File: src/rtl/conv_pkg.sv
// Shared definitions for the convolution filter chain: coefficient type,
// accumulator sizing, default coefficient set and window edge strategies.
package conv_pkg;

    localparam int COEFF_W_DEFAULT = 8;

    typedef logic signed [COEFF_W_DEFAULT-1:0] coeff_t;

    // Edge-extension strategies understood by the window stage.
    localparam string EXTEND_ZERO      = "ZERO";
    localparam string EXTEND_REPLICATE = "REPLICATE";
    localparam string EXTEND_MIRROR    = "MIRROR";

    // Width that holds the sum of kernel_size signed products without overflow.
    function automatic int acc_width(input int pixel_w, input int coeff_w, input int kernel_size);
        return pixel_w + coeff_w + 1 + $clog2(kernel_size);
    endfunction

    // Identity kernel: centre tap scaled by 2^shift, so the output shift restores it.
    function automatic int default_coeff(input int idx, input int kernel_size, input int shift);
        return (idx == kernel_size / 2) ? (1 << shift) : 0;
    endfunction

endpackage

File: src/rtl/conv_mac_sat.sv
// Round-half-up, arithmetic right shift and clamp of a signed accumulator
// down to an unsigned pixel. Purely combinational.
module conv_mac_sat #(
    parameter int ACC_W   = 21,
    parameter int SHIFT_N = 4,
    parameter int PIXEL_W = 8
) (
    input  logic signed [ACC_W-1:0] sum,
    output logic        [PIXEL_W-1:0] pix
);

    // Half an output LSB; one extra bit keeps the addition from wrapping.
    localparam logic signed [ACC_W:0] RND =
        (SHIFT_N > 0) ? ((ACC_W+1)'(1) << ((SHIFT_N > 0) ? (SHIFT_N - 1) : 0)) : '0;

    function automatic logic [PIXEL_W-1:0] round_sat(input logic signed [ACC_W-1:0] s);
        logic signed [ACC_W:0] t;
        t = $signed({s[ACC_W-1], s}) + RND;
        t = t >>> SHIFT_N;
        if (t[ACC_W]) begin
            return '0;
        end else if (|t[ACC_W-1:PIXEL_W]) begin
            return '1;
        end else begin
            return t[PIXEL_W-1:0];
        end
    endfunction

    // Map the accumulated sum onto the pixel range.
    always_comb begin
        pix = round_sat(sum);
    end

endmodule

File: src/rtl/conv_mac.sv
// Multiply-accumulate stage of the streaming convolution: per-tap signed
// coefficients with frame-synchronous bank switching, 3-stage elastic
// pipeline (MUL, SUM, OUT) with full backpressure.
module conv_mac
    import conv_pkg::*;
#(
    parameter int PIXEL_W           = 8,
    parameter int KERNEL_DIAMETER_N = 5,
    parameter int COEFF_W           = 8,
    parameter int SHIFT_N           = 4
) (
    input  logic                                        clk,
    input  logic                                        rst,
    input  logic                                        s_tvalid_i,
    input  logic [KERNEL_DIAMETER_N*2*PIXEL_W-1:0]      s_tdata_i,
    input  logic                                        s_tuser_i,
    input  logic                                        s_tlast_i,
    output logic                                        s_tready_o,
    output logic                                        m_tvalid_o,
    output logic [PIXEL_W-1:0]                          m_tdata_o,
    output logic                                        m_tuser_o,
    output logic                                        m_tlast_o,
    input  logic                                        m_tready_i,
    input  logic                                        cfg_we_i,
    input  logic [$clog2(KERNEL_DIAMETER_N*2)-1:0]      cfg_addr_i,
    input  logic signed [COEFF_W-1:0]                   cfg_data_i
);

    localparam int KERNEL_SIZE_N = KERNEL_DIAMETER_N * 2;
    localparam int ACC_W         = acc_width(PIXEL_W, COEFF_W, KERNEL_SIZE_N);
    localparam int PROD_W        = PIXEL_W + COEFF_W + 1;

    logic adv1, adv2, adv3;
    logic accept, commit, addr_ok;
    logic vld_p1, vld_p2, vld_p3;
    logic user_p1, last_p1, user_p2, last_p2;

    logic signed [COEFF_W-1:0] shadow     [KERNEL_SIZE_N];
    logic signed [COEFF_W-1:0] shadow_nxt [KERNEL_SIZE_N];
    logic signed [COEFF_W-1:0] active     [KERNEL_SIZE_N];
    logic signed [COEFF_W-1:0] coef_sel   [KERNEL_SIZE_N];

    logic signed [PROD_W-1:0] mul_c   [KERNEL_SIZE_N];
    logic signed [PROD_W-1:0] prod_p1 [KERNEL_SIZE_N];
    logic signed [ACC_W-1:0]  sum_c;
    logic signed [ACC_W-1:0]  sum_p2;
    logic [PIXEL_W-1:0]       sat_pix;

    // A stage advances when it is empty or its content leaves this cycle.
    assign adv3       = m_tready_i | ~vld_p3;
    assign adv2       = adv3 | ~vld_p2;
    assign adv1       = adv2 | ~vld_p1;
    assign s_tready_o = adv1;
    assign m_tvalid_o = vld_p3;

    assign accept  = s_tvalid_i & adv1;
    assign commit  = accept & s_tuser_i;
    assign addr_ok = int'(cfg_addr_i) < KERNEL_SIZE_N;

    // Shadow bank as it will be after this edge, including a same-cycle write.
    always_comb begin
        for (int i = 0; i < KERNEL_SIZE_N; i++) begin
            shadow_nxt[i] = shadow[i];
        end
        if (cfg_we_i && addr_ok) begin
            shadow_nxt[cfg_addr_i] = cfg_data_i;
        end
    end

    // Coefficient banks: shadow follows writes, active switches only on a frame start.
    always_ff @(posedge clk) begin
        if (rst) begin
            for (int i = 0; i < KERNEL_SIZE_N; i++) begin
                shadow[i] <= COEFF_W'(default_coeff(i, KERNEL_SIZE_N, SHIFT_N));
                active[i] <= COEFF_W'(default_coeff(i, KERNEL_SIZE_N, SHIFT_N));
            end
        end else begin
            shadow <= shadow_nxt;
            if (commit) begin
                active <= shadow_nxt;
            end
        end
    end

    // ---- Stage 1: MUL ----

    // The frame-start beat itself already uses the bank it commits.
    always_comb begin
        for (int i = 0; i < KERNEL_SIZE_N; i++) begin
            coef_sel[i] = commit ? shadow_nxt[i] : active[i];
            mul_c[i]    = $signed({{(COEFF_W+1){1'b0}}, s_tdata_i[i*PIXEL_W +: PIXEL_W]})
                        * $signed({{(PIXEL_W+1){coef_sel[i][COEFF_W-1]}}, coef_sel[i]});
        end
    end

    // Per-tap product register.
    always_ff @(posedge clk) begin
        if (adv1 && s_tvalid_i) begin
            prod_p1 <= mul_c;
        end
    end

    // Valid bits and frame markers travel alongside the datapath.
    always_ff @(posedge clk) begin
        if (rst) begin
            vld_p1  <= 1'b0;
            vld_p2  <= 1'b0;
            vld_p3  <= 1'b0;
            user_p1 <= 1'b0;
            last_p1 <= 1'b0;
            user_p2 <= 1'b0;
            last_p2 <= 1'b0;
        end else begin
            if (adv1) begin
                vld_p1  <= s_tvalid_i;
                user_p1 <= s_tuser_i;
                last_p1 <= s_tlast_i;
            end
            if (adv2) begin
                vld_p2  <= vld_p1;
                user_p2 <= user_p1;
                last_p2 <= last_p1;
            end
            if (adv3) begin
                vld_p3 <= vld_p2;
            end
        end
    end

    // ---- Stage 2: SUM ----

    // Sign-extended sum of all products; ACC_W is wide enough to never wrap.
    always_comb begin
        sum_c = '0;
        for (int i = 0; i < KERNEL_SIZE_N; i++) begin
            sum_c = sum_c + $signed({{(ACC_W-PROD_W){prod_p1[i][PROD_W-1]}}, prod_p1[i]});
        end
    end

    // Accumulated sum register.
    always_ff @(posedge clk) begin
        if (adv2 && vld_p1) begin
            sum_p2 <= sum_c;
        end
    end

    // ---- Stage 3: OUT ----

    conv_mac_sat #(
        .ACC_W   (ACC_W),
        .SHIFT_N (SHIFT_N),
        .PIXEL_W (PIXEL_W)
    ) u_sat (
        .sum (sum_p2),
        .pix (sat_pix)
    );

    // Output register; holds while a valid pixel waits for m_tready_i.
    always_ff @(posedge clk) begin
        if (rst) begin
            m_tdata_o <= '0;
            m_tuser_o <= 1'b0;
            m_tlast_o <= 1'b0;
        end else if (adv3 && vld_p2) begin
            m_tdata_o <= sat_pix;
            m_tuser_o <= user_p2;
            m_tlast_o <= last_p2;
        end
    end

endmodule

File: config.mk
export PLATFORM = sky130hd
export DESIGN_NAME = conv_mac
export DESIGN_NICKNAME = d
export VERILOG_FILES = /design/src/rtl/conv_pkg.sv /design/src/rtl/conv_mac_sat.sv /design/src/rtl/conv_mac.sv
export SDC_FILE = /design/constraint.sdc
export NUM_CORES = 2
export LEC_CHECK = 0
export ABC_AREA = 1
export CAP_MARGIN = 20
export CORE_UTILIZATION = 55
export CTS_BUF_LIST = sky130_fd_sc_hd__clkbuf_16
export CTS_CLUSTER_SIZE = 24
export DETAILED_ROUTE_END_ITERATION = 10
export HOLD_SLACK_MARGIN = 0.08
export PLACE_DENSITY = 0.74
export SLEW_MARGIN = 20
export SYNTH_ARGS = -nofsm -noshare
export SYNTH_HDL_FRONTEND = slang
export SYNTH_SLANG_ARGS = --single-unit
export TNS_END_PERCENT = 10
File: constraint.sdc
create_clock -name clk -period 6.64 [get_ports clk]
set_input_delay 1.328 -clock clk [delete_from_list [all_inputs] [get_ports clk]]
set_output_delay 1.328 -clock clk [all_outputs]
set_load 0.01 [all_outputs]
==> impl_metrics.yaml <==
grt:
  busiest_layer: "met2"
  track_usage_pct: 27.62
  met3_usage_pct: 3.733
  use_met2_pct: 45.12
  grt_pass1_vias: 30430
  overflow: 0
  grt_pass1_wl_um: 154100
  globalRouteMet1Util_pct: 37.01
  antenna_found_initial: 6
  grt_max_degree: 88
die:
  die_y_um: 267.3
  rows: 96
  ioPinCount: 111
  die-width_um: 267.3
  core_area_um2: 69070
  die_area_um2: 71450
  start_util_pct: 56.05
synthesis:
  synth_area_leaders: "fa_1, ha_1, edfxtp_1"
  synth.avg_cell_area_um2: 8.857
  synth_top_area_share_pct: 26.32
  synthesis.area_um2: 38710
  synth.distinct_cells: 48
  ys.flop_type: "edfxtp_1"
  synthMuxAreaShare_pct: 0
  synth_fa_ha_area_share_pct: 40.96
  yosysTopAreaCell: "fa_1"
  synth_warnings: 0
  synth-edff-count: 188
  synth_top_family_by_area: "adder cells"
  synth-seq-cells: 365
  synthCells: 4371
  synth-async-reset-ratio_pct: 0
  syn-num-nets: 5432
  synth-compound-area-share_pct: 6.833
  ys_seq_area_share_pct: 23.74
  synth_xor_area_share_pct: 2.986
  synth_simple_gate_area_share_pct: 14.54
worst_setup_path:
  cp_slowest_cell: "fa_1"
  cp-end-kind: "flop"
  max_stage_delay_ps: 540
  cp-start-kind: "primary input"
  cp.required_ps: 6980
  cp_max_fo: 25
  worst_ep_arrival_time_ps: 6660
  critPathKind: "primary input to flop"
  crit_top_cell: "buf_4"
detailed_routing:
  avgRoutedWirePerCell_um: 16.14
  vias: 29800
  wirelength_um: 94620
  via_per_inst: 5.083
  drtPass1Iterations: 5
  postRouteAntennaNets: 0
  route.detailed.drc: 0
  drt_iter0_markers: 1971
outcome:
  outcome: "finished clean"
cts:
  cts_max_level: 2
  cts_buffers: 45
  clkSinkCount: 365
  postCtsSetupBuffers: 0
  cts_root_buf: "clkbuf_16"
  cts_tree: "done"
  clk_latency_ps: 590
  path_clk_slew_ps: 60
  clock_path_buffers: 3
  ctsHoldBuffers: 0
  cts_resized: 0
cells_and_area:
  final_nets: 5954
  final_common_cell: "inv_1"
  final_area_um2: 45620
  syn2layout_area_growth_pct: 17.83
  final_cell_mix: "inv_1, nor2_1, nand2_1"
  drive_gt1_share_pct: 13.80
power:
  ir_drop_mv: 1.877
  switchingPower_mw: 10.61
  p_clk_share_pct: 11.7
  comb_power_share_pct: 71.3
  switching_share_pct: 48.97
  p_seq_share_pct: 17.0
  intPower_mw: 11.06
  p_leak_nw: 23.64
  power_density_nw_per_um2: 474.9
sta:
  setup_viol: 0
  tightestPinTransition_ps: 1008
  period_share_pct: 95.24
  finalClockSkew_ps: 31.06
  fin_crit_ps: 6324
  final_max_slew_viol_count: 0
  fmax_mhz: 158.1
  postLayoutSetupSlackWorst_ps: 316.0
  relSlewSlack_pct: 32.81
  rsz0062_at_grt: "no"
  tns_ps: 0
  hold_violations: 0
placement:
  finalWeightedCongestion: 0.9351
  dp_hpwl_um: 77210
  dp_worst_setup_slack_ps: -302.8
  placed_cell_area_um2: 44100
  portBuffers: 110
worst_hold_path:
  min_path_type: "flop to flop"
flow_run:
  maxCapViolCount: 0
worst max-delay path, delay by kind of cell:
kind / cells / cell delay, ps
AO/OA/AOI/OAI: 4 / 680
XOR/XNOR: 1 / 140
adder cells (fa/ha/maj): 5 / 2070
AND/OR/NAND/NOR: 8 / 610
buffers and inverters: 12 / 1790
cell type report:
type / count / area [µm²]
fill: 5482 / 23450
inverter: 1044 / 3926
timing repair buffer: 523 / 4531
clock buffer: 46 / 1151
clock inverter: 37 / 352.8
sequential: 365 / 9189
multi-input combinational: 2914 / 25300
antenna: 2 / 5.005
tap: 931 / 1165
power by group through the flow:
| stage | combinational (mW) | clock, mW | sequential, mW |
|---|---|---|---|
| final | 15.4 | 2.54 | 3.68 |
| after global routing | 17.3 | 2.68 | 3.71 |
| after CTS | 15.2 | 2.59 | 3.68 |
| after detailed placement | 15.1 | 0 | 3.72 |
| after global placement | 14.7 | 0 | 3.72 |
| after floorplan | 11.1 | 0 | 3.66 |
cells by family (layout without fill, tap and decap cells):
family | after synthesis | count (layout)
xor gates and xnor gates | 132 | 132
DFF | 365 | 365
and+or+nand+nor | 1412 | 1412
buffers and inverters | 1092 | 1650
adders and majority gates | 962 | 962
AOI/OAI and AO/OA | 408 | 408
other | 0 | 2
routing by layer:
layer,part of all wire [%],vias up,routed length [µm]
li1,-,14390,-
met1,42,14310,39450
met2,47,914,44630
met3,6.9,182,6557
met4,4.2,2,3966
met5,0.014,-,13
final timing paths:
kind	cells after the start	end	slack (ps)	start
hold / removal	2	m_tdata_o[2]	460	m_tdata_o[2]
setup reg to reg	33	prod_p1[65]	1150	m_tvalid_o
hold reg to reg	2	m_tdata_o[2]	460	m_tdata_o[2]
setup / recovery	30	prod_p1[113]	320	m_tready_i
cells in the mapped netlist (all sizes together) (8+ instances only):
library cell and n:
a211oi 17, a21oi 163, buf 28, clkbuf 20
clkinv 8, dfxtp 177, edfxtp 188, fa 509
ha 453, inv 1036, nand2 565, nand3 67
nand4 9, nor2 744, nor3 8, o21ai 195
xnor2 61, xor2 71
through the flow:
stage | cells | hold slack [ps] | util, % | total power [mW]
after CTS | 5860 | 464.8 | 66.03 | 21.46
final | 5862 | 460.4 | 66.05 | 21.66
after global routing | 5861 | 472.3 | 66.04 | 23.69
after floorplan | 4371 | 430.0 | - | 14.75
after detailed placement | 5777 | 455.0 | 63.85 | 18.79
after global placement | 5777 | 451.1 | 63.85 | 18.42
registers in the layout, summed over array words and instances (netlist names), 8 cells and up:
| register | count |
|---|---|
| prod_p1 | 170 |
| sum_p2 | 18 |
| m_tdata_o | 8 |
| active | 80 |
| shadow | 80 |
Note: power is estimated with default switching activity, not from simulation.
